`config.mk`:
```
export PLATFORM = sky130hd
export DESIGN_NAME = queue_hs
export DESIGN_NICKNAME = d
export VERILOG_FILES = /design/src/rtl/queue_pkg.sv /design/src/rtl/queue_ptr.sv /design/src/rtl/queue_hs.sv
export SDC_FILE = /design/constraint.sdc
export NUM_CORES = 1
export LEC_CHECK = 0
export BUFFER_PORTS_ARGS = -buffer_cell sky130_fd_sc_hd__buf_2
export CORE_UTILIZATION = 47
export DETAILED_ROUTE_END_ITERATION = 8
export HOLD_SLACK_MARGIN = 0.02
export PLACE_DENSITY = 0.62
export SYNTH_ARGS = -nofsm -noshare
export SYNTH_HDL_FRONTEND = slang
export SYNTH_SLANG_ARGS = --single-unit
export TNS_END_PERCENT = 5
```
`constraint.sdc`:
```
create_clock -name clk -period 3.8 [get_ports clk]
set_input_delay 0.38 -clock clk [delete_from_list [all_inputs] [get_ports clk]]
set_output_delay 0.38 -clock clk [all_outputs]
set_load 0.01 [all_outputs]
```
`src/rtl/queue_pkg.sv`:
```
// Shared types and sizing helpers for the handshake queue.
package queue_pkg;

  typedef enum logic {
    BACKPRESSURE     = 1'b0,
    OVERWRITE_OLDEST = 1'b1
  } full_policy_e;

  // Bits needed to hold an occupancy value in 0..depth.
  function automatic int unsigned cnt_width(input int unsigned depth);
    return $clog2(depth + 1);
  endfunction

  // Bits needed to address depth entries, never less than one.
  function automatic int unsigned addr_width(input int unsigned depth);
    return (depth < 2) ? 1 : $clog2(depth);
  endfunction

endpackage

```
`src/rtl/queue_ptr.sv`:
```
// Circular pointer that wraps at DEPTH-1 with explicit compare; clr beats inc.
module queue_ptr
  import queue_pkg::*;
#(
  parameter int unsigned DEPTH = 32,
  parameter int unsigned AW    = addr_width(DEPTH)
) (
  input  logic          clk,
  input  logic          rst,
  input  logic          clr,
  input  logic          inc,
  output logic [AW-1:0] ptr
);

  logic [AW-1:0] ptr_q;
  logic [AW-1:0] ptr_d;

  always_comb begin
    ptr_d = ptr_q;
    if (clr) begin
      ptr_d = '0;
    end else if (inc) begin
      ptr_d = (ptr_q == AW'(DEPTH - 1)) ? '0 : ptr_q + AW'(1);
    end
  end

  always_ff @(posedge clk or posedge rst) begin
    if (rst) begin
      ptr_q <= '0;
    end else begin
      ptr_q <= ptr_d;
    end
  end

  assign ptr = ptr_q;

endmodule

```
`src/rtl/queue_hs.sv`:
```
// Single-clock valid/ready queue with arbitrary depth and backpressure or overwrite-oldest policy.
// Optional synchronous flush port is built when QUEUE_FLUSH_EN is defined.
module queue_hs
  import queue_pkg::*;
#(
  parameter int unsigned DATA      = 42,
  parameter int unsigned DEPTH     = 32,
  parameter int unsigned AF_THRESH = DEPTH - 2,
  parameter int unsigned AE_THRESH = 1,
  parameter int unsigned OVERWRITE = 0
) (
  input  logic                        clk,
  input  logic                        rst,
  input  logic                        in_valid,
  output logic                        in_ready,
  input  logic [DATA-1:0]             in_data,
  output logic                        out_valid,
  input  logic                        out_ready,
  output logic [DATA-1:0]             out_data,
  output logic [cnt_width(DEPTH)-1:0] count,
  output logic                        full,
  output logic                        empty,
  output logic                        almost_full,
  output logic                        almost_empty,
`ifdef QUEUE_FLUSH_EN
  input  logic                        flush,
`endif
  output logic                        overflow,
  input  logic                        ovf_clr
);

  localparam int unsigned CW = cnt_width(DEPTH);
  localparam int unsigned AW = addr_width(DEPTH);
  localparam full_policy_e POLICY = (OVERWRITE != 0) ? OVERWRITE_OLDEST : BACKPRESSURE;

  logic [DATA-1:0] mem_q [DEPTH];
  logic [CW-1:0]   count_q;
  logic [CW-1:0]   count_d;
  logic            overflow_q;
  logic            overflow_d;
  logic [AW-1:0]   waddr;
  logic [AW-1:0]   raddr;
  logic            flush_c;
  logic            full_c;
  logic            empty_c;
  logic            in_ready_c;
  logic            push_c;
  logic            pop_c;
  logic            drop_c;

`ifdef QUEUE_FLUSH_EN
  assign flush_c = flush;
`else
  assign flush_c = 1'b0;
`endif

  assign full_c  = (count_q == CW'(DEPTH));
  assign empty_c = (count_q == '0);

  // Full with a consumer taking the head still accepts a write in backpressure mode.
  always_comb begin
    in_ready_c = 1'b0;
    if (!rst && !flush_c) begin
      if (POLICY == OVERWRITE_OLDEST) begin
        in_ready_c = 1'b1;
      end else begin
        in_ready_c = !full_c || out_ready;
      end
    end
  end

  assign push_c = in_valid && in_ready_c;
  assign pop_c  = !empty_c && out_ready && !flush_c;
  // Only reachable in overwrite mode: the oldest entry is pushed out.
  assign drop_c = push_c && full_c && !pop_c;

  queue_ptr #(
    .DEPTH (DEPTH),
    .AW    (AW)
  ) u_wptr (
    .clk (clk),
    .rst (rst),
    .clr (flush_c),
    .inc (push_c),
    .ptr (waddr)
  );

  queue_ptr #(
    .DEPTH (DEPTH),
    .AW    (AW)
  ) u_rptr (
    .clk (clk),
    .rst (rst),
    .clr (flush_c),
    .inc (pop_c || drop_c),
    .ptr (raddr)
  );

  always_comb begin
    count_d    = count_q;
    overflow_d = overflow_q;
    if (flush_c) begin
      count_d = '0;
    end else if (push_c && !pop_c && !full_c) begin
      count_d = count_q + CW'(1);
    end else if (pop_c && !push_c) begin
      count_d = count_q - CW'(1);
    end
    // A clear in the same cycle as a drop wins and the drop goes unrecorded.
    if (ovf_clr) begin
      overflow_d = 1'b0;
    end else if (drop_c) begin
      overflow_d = 1'b1;
    end
  end

  always_ff @(posedge clk or posedge rst) begin
    if (rst) begin
      count_q    <= '0;
      overflow_q <= 1'b0;
    end else begin
      count_q    <= count_d;
      overflow_q <= overflow_d;
    end
  end

  // Storage is intentionally not reset.
  always_ff @(posedge clk) begin
    if (push_c) begin
      mem_q[waddr] <= in_data;
    end
  end

  assign in_ready     = in_ready_c;
  assign out_valid    = !empty_c;
  assign out_data     = mem_q[raddr];
  assign count        = count_q;
  assign full         = full_c;
  assign empty        = empty_c;
  assign almost_full  = (32'(count_q) >= AF_THRESH);
  assign almost_empty = (32'(count_q) <= AE_THRESH);
  assign overflow     = overflow_q;

  logic [31:0] ptr_gap_c;
  assign ptr_gap_c = (32'(waddr) + DEPTH - 32'(raddr)) % DEPTH;

  a_count_bound: assert property (@(posedge clk) disable iff (rst)
    count_q <= CW'(DEPTH));

  a_ptr_bound: assert property (@(posedge clk) disable iff (rst)
    (32'(waddr) < DEPTH) && (32'(raddr) < DEPTH));

  a_count_ptr: assert property (@(posedge clk) disable iff (rst)
    (waddr == raddr) ? (empty_c || full_c) : (32'(count_q) == ptr_gap_c));

endmodule

```
==> impl_table.tex <==
\begin{tabular}{lr}
\hline
Metric & Value \\
\hline
\multicolumn{2}{l}{\textbf{Outcome}} \\
\quad Status & completed \\
\multicolumn{2}{l}{\textbf{Setup path}} \\
\quad Critical path launch point & u\_rptr.ptr[2]\$\_DFFE\_PP0P\_ \\
\quad Highest net fanout along the worst path & 30 \\
\quad Maximum cell stage delay along the critical path & 660 ps \\
\quad Kind of critical path & flop to output port \\
\quad Worst reg2reg setup slack & roughly 430 ps \\
\quad Worst flop-to-flop path startpoint & count[0]\$\_DFFE\_PP0P\_ \\
\quad Buffers plus inverters on the worst setup path & 3 \\
\quad Cell Chain, Critical Path & nand3b\_1 > buf\_12 > buf\_4 > o22ai\_1 > a211oi\_1 > a22oi\_1 > buf\_2 \\
\quad Cell type group with the largest total delay on the critical path & compound AO/OA/AOI/OAI gates \\
\quad Crit Reg-Reg Endpoint & mem\_q[8][14]\$\_DFFE\_PP\_ \\
\quad Worst path arrival time & 3340 ps \\
\quad CP Data Required Time & between 3000 and 4000 ps \\
\quad Kind of capture point of the worst setup path & output port \\
\quad Critical path launch point type & flop \\
\quad Crit-path slowest cell & dfrtp\_4 \\
\quad Number of cell instances on the worst register-to-register path & 8 \\
\multicolumn{2}{l}{\textbf{Timing}} \\
\quad Pin slew with the least headroom to its limit & approximately 1000 ps \\
\quad Final Cycle Share & 0.980 \\
\quad Maximum clock frequency & about 270 MHz \\
\quad Minimum clock period & 3720 ps \\
\quad Slew headroom & 0.330 \\
\quad Final-layout worst hold slack & between 100 and 150 ps \\
\quad Final setup fails & 0 \\
\quad Final Hold Vio Count & 0 \\
\quad Fin Clk Skew & 26.3 ps \\
\quad Setup repair after global routing missed its margin & false \\
\quad Count of final max-slew check failures & 0 \\
\multicolumn{2}{l}{\textbf{Synth}} \\
\quad Count of mapped cells out of synthesis & approximately 2,400 \\
\quad Proportion of synthesized flip-flops having asynchronous set or reset & 0.0125 \\
\quad Register area share after synthesis & 0.785 \\
\quad Syn Area/Cell & around 22 um\^{}2 \\
\quad Count of flip-flops with a built-in enable after synthesis & about 1,300 \\
\quad Most used DFF post-synth & edfxtp\_1 \\
\quad Synth Warn \# & 0 \\
\quad Cells taking the most area after synthesis & edfxtp\_1, mux4\_2, mux2i\_1 \\
\quad Area share of the largest cell type after synthesis & 0.777 \\
\quad Top cell types by occurrence after synthesis & edfxtp\_1, mux4\_2, mux2i\_1, a22oi\_1, clkbuf\_1 \\
\quad Cell Area, Synth & a little over 0.05 mm\^{}2 \\
\quad Post-synthesis net count & approximately 2,400 \\
\quad Distinct cells, synth & just over 50 \\
\quad Library cell with the largest summed area after synthesis & edfxtp\_1 \\
\quad Most used standard cell by instance count after synthesis & edfxtp\_1 \\
\quad Post-synthesis sequential element count & roughly 1,400 \\
\multicolumn{2}{l}{\textbf{Route}} \\
\quad WL per Instance & around 29 um \\
\quad DR vias & roughly 25,000 \\
\quad DRC & 0 \\
\quad Detailed-routed wire length on met3 & 7010 um \\
\quad Detailed-router iteration count before antenna repair & 7 \\
\quad Highest metal layer with signal wires & met4 \\
\quad Number of violations reported at the end of detailed-routing iteration 0 & 2,571 \\
\quad Mean number of vias per cell & 6.04 \\
\quad Wire length on met1 & 51,400 um \\
\quad Remaining antenna violation count & 0 \\
\quad Total Routed Length & around 120,000 um \\
\quad Detailed-routed wire length on met2 & a little over 60,000 um \\
\multicolumn{2}{l}{\textbf{Place}} \\
\quad Total of buffers placed on input and output ports & between 100 and 150 \\
\quad Global placement routability congestion & 0.791 \\
\quad Final HPWL DP & a little under 70,000 um \\
\multicolumn{2}{l}{\textbf{Finish}} \\
\quad Antenna diodes & 0 \\
\quad Fillers & about 8,200 \\
\quad Area growth from synthesis to layout & 14.8\% \\
\quad Post-layout utilization of the core & 0.546 \\
\quad Share of final-layout standard cells stronger than drive strength 1 & 0.264 \\
\quad Final layout net count & 2,653 \\
\multicolumn{2}{l}{\textbf{Job}} \\
\quad Max capacitance violation total & 0 \\
\multicolumn{2}{l}{\textbf{Pwr}} \\
\quad Power per cell area & a little under 700 mW/mm\^{}2 \\
\quad Largest vdd supply drop & roughly 0.53 mV \\
\quad Leakage power & 19.0 nW \\
\quad Post-layout total power & about 40 mW \\
\multicolumn{2}{l}{\textbf{Global route}} \\
\quad Largest net degree at the start of global routing & 66 \\
\quad Global-route usage over all layers & 0.224 \\
\quad Total congestion overflow & 0 \\
\quad Wire length of the first global-routing pass & 179,000 um \\
\quad Via count of the first global-routing pass & roughly 26,000 \\
\quad Initial antenna violation count & 4 \\
\multicolumn{2}{l}{\textbf{Clock tree}} \\
\quad TritonCTS clock tree & done \\
\quad Clock Tree Buf Depth & 3 \\
\quad Clk pin slew, worst setup/hold paths & 60 ps \\
\quad Clock Sinks & about 1,400 \\
\quad Clock root buffer & clkbuf\_16 \\
\quad CTS-repair resized insts & 0 \\
\quad Clock insertion delay at the later pin of the skew report & about 750 ps \\
\quad CTS HTree Levels & 4 \\
\quad CTS Buf Count & 139 \\
\multicolumn{2}{l}{\textbf{Min path}} \\
\quad Hold WC Path Type & input pin to flop \\
\quad Hold path startpoint & in\_data[39] \\
\quad Worst hold path stage count & 1 \\
\quad End of the worst hold path & mem\_q[26][39]\$\_DFFE\_PP\_ \\
\multicolumn{2}{l}{\textbf{Floorplan}} \\
\quad Total die area & 0.112 mm\^{}2 \\
\quad Standard cell core area & 0.109 mm\^{}2 \\
\quad Die outline width & about 330 um \\
\quad Number of placement rows & 121 \\
\quad Count of pins on the block boundary & approximately 100 \\
\quad Initial core utilization & 0.476 \\
\quad Die Y-Extent & 334 um \\
\hline
\end{tabular}
[layout make-up]
type | instances | area [um^2] | area share
Multi-Input combinational cell | 852 | 10700 | 0.179
Clock buffer | 172 | 3620 | 0.0608
Clock inverter | 80 | 738 | 0.0124
Inverter | 10 | 37.5 | 0.000630
Sequential cell | 1361 | 40800 | 0.684
Tap cell | 1476 | 1850 | 0.0310
Timing Repair Buffer | 230 | 1910 | 0.0320
[metrics by stage]
stage	cells	setup WS (ps)	TNS, ps	area (um^2)
after floorplan	2360	-38.3	-47510	51900
after global placement	3915	528	0	55200
after detailed placement	3915	497	0	55200
after CTS	4176	7.92	0	59600
after global routing	4181	29.4	0	59600
final	4181	77.3	0	59600
[metal layers]
metal,vias up,global-route usage
met4,0,0.0588
met2,924,0.376
met3,168,0.0323
met1,13600,0.308
li1,10600,-
met5,-,0
[worst reg2reg max path: cells and delay by family (launching register included)]
family / cells / cell delay (ps)
DFF: 1 / 470
buffers and inverters: 3 / 640
and+or+nand+nor: 3 / 1430
adders and majority gates: 1 / 230
AOI/OAI and AO/OA: 1 / 270
[power by group]
group	internal, mW	switching (mW)
clock	7.27	5.69
sequential	16.9	0.487
combinational	4.62	6.15
[logic make-up (layout without fill, tap and decap cells)]
family,after synthesis,after routing,share of synthesized area
AOI/OAI and AO/OA,316,316,0.0444
xor gates and xnor gates,4,4,0.000675
adders and majority gates,12,12,0.00289
buffers and inverters,147,492,0.0142
DFF,1361,1361,0.785
muxes,426,426,0.143
and+or+nand+nor,94,94,0.00921
[cell usage in the layout (no fill, tap or decap), types with 34 or more instances in the layout]
cell type / instances
mux2i_1: 172
buf_4: 92
a22oi_1: 109
edfxtp_1: 1344
clkbuf_16: 140
mux4_2: 245
o22ai_1: 44
clkinv_1: 35
o221ai_1: 42
buf_12: 34
buf_2: 101
a21oi_1: 53
[repair_timing]
action,4_1_cts,5_1_grt
setup buffers,6,5
pin swaps,0,0
endpoints found under the setup margin,9,2
hold buffers,3,0
hold endpoints to repair,19,0
[worst max path at each step]
stage | endpoint | slack, ps | cells past startpoint
2_1_floorplan | mem_q[22][0]$_DFFE_PP_ | -40 | 7
3_3_place_gp | mem_q[8][23]$_DFFE_PP_ | 530 | 8
3_5_place_dp | mem_q[8][25]$_DFFE_PP_ | 500 | 8
4_1_cts | out_data[40] | 8 | 6
5_1_grt | out_data[30] | 30 | 7
6_report | out_data[30] | 80 | 7
[sequential cells by signal, summed over array words and instances (netlist names)]
signal,count
mem_q,1344
count,6
u_rptr.ptr,5
u_wptr.ptr,5
overflow,1
Power figures use the tool's default switching activity.
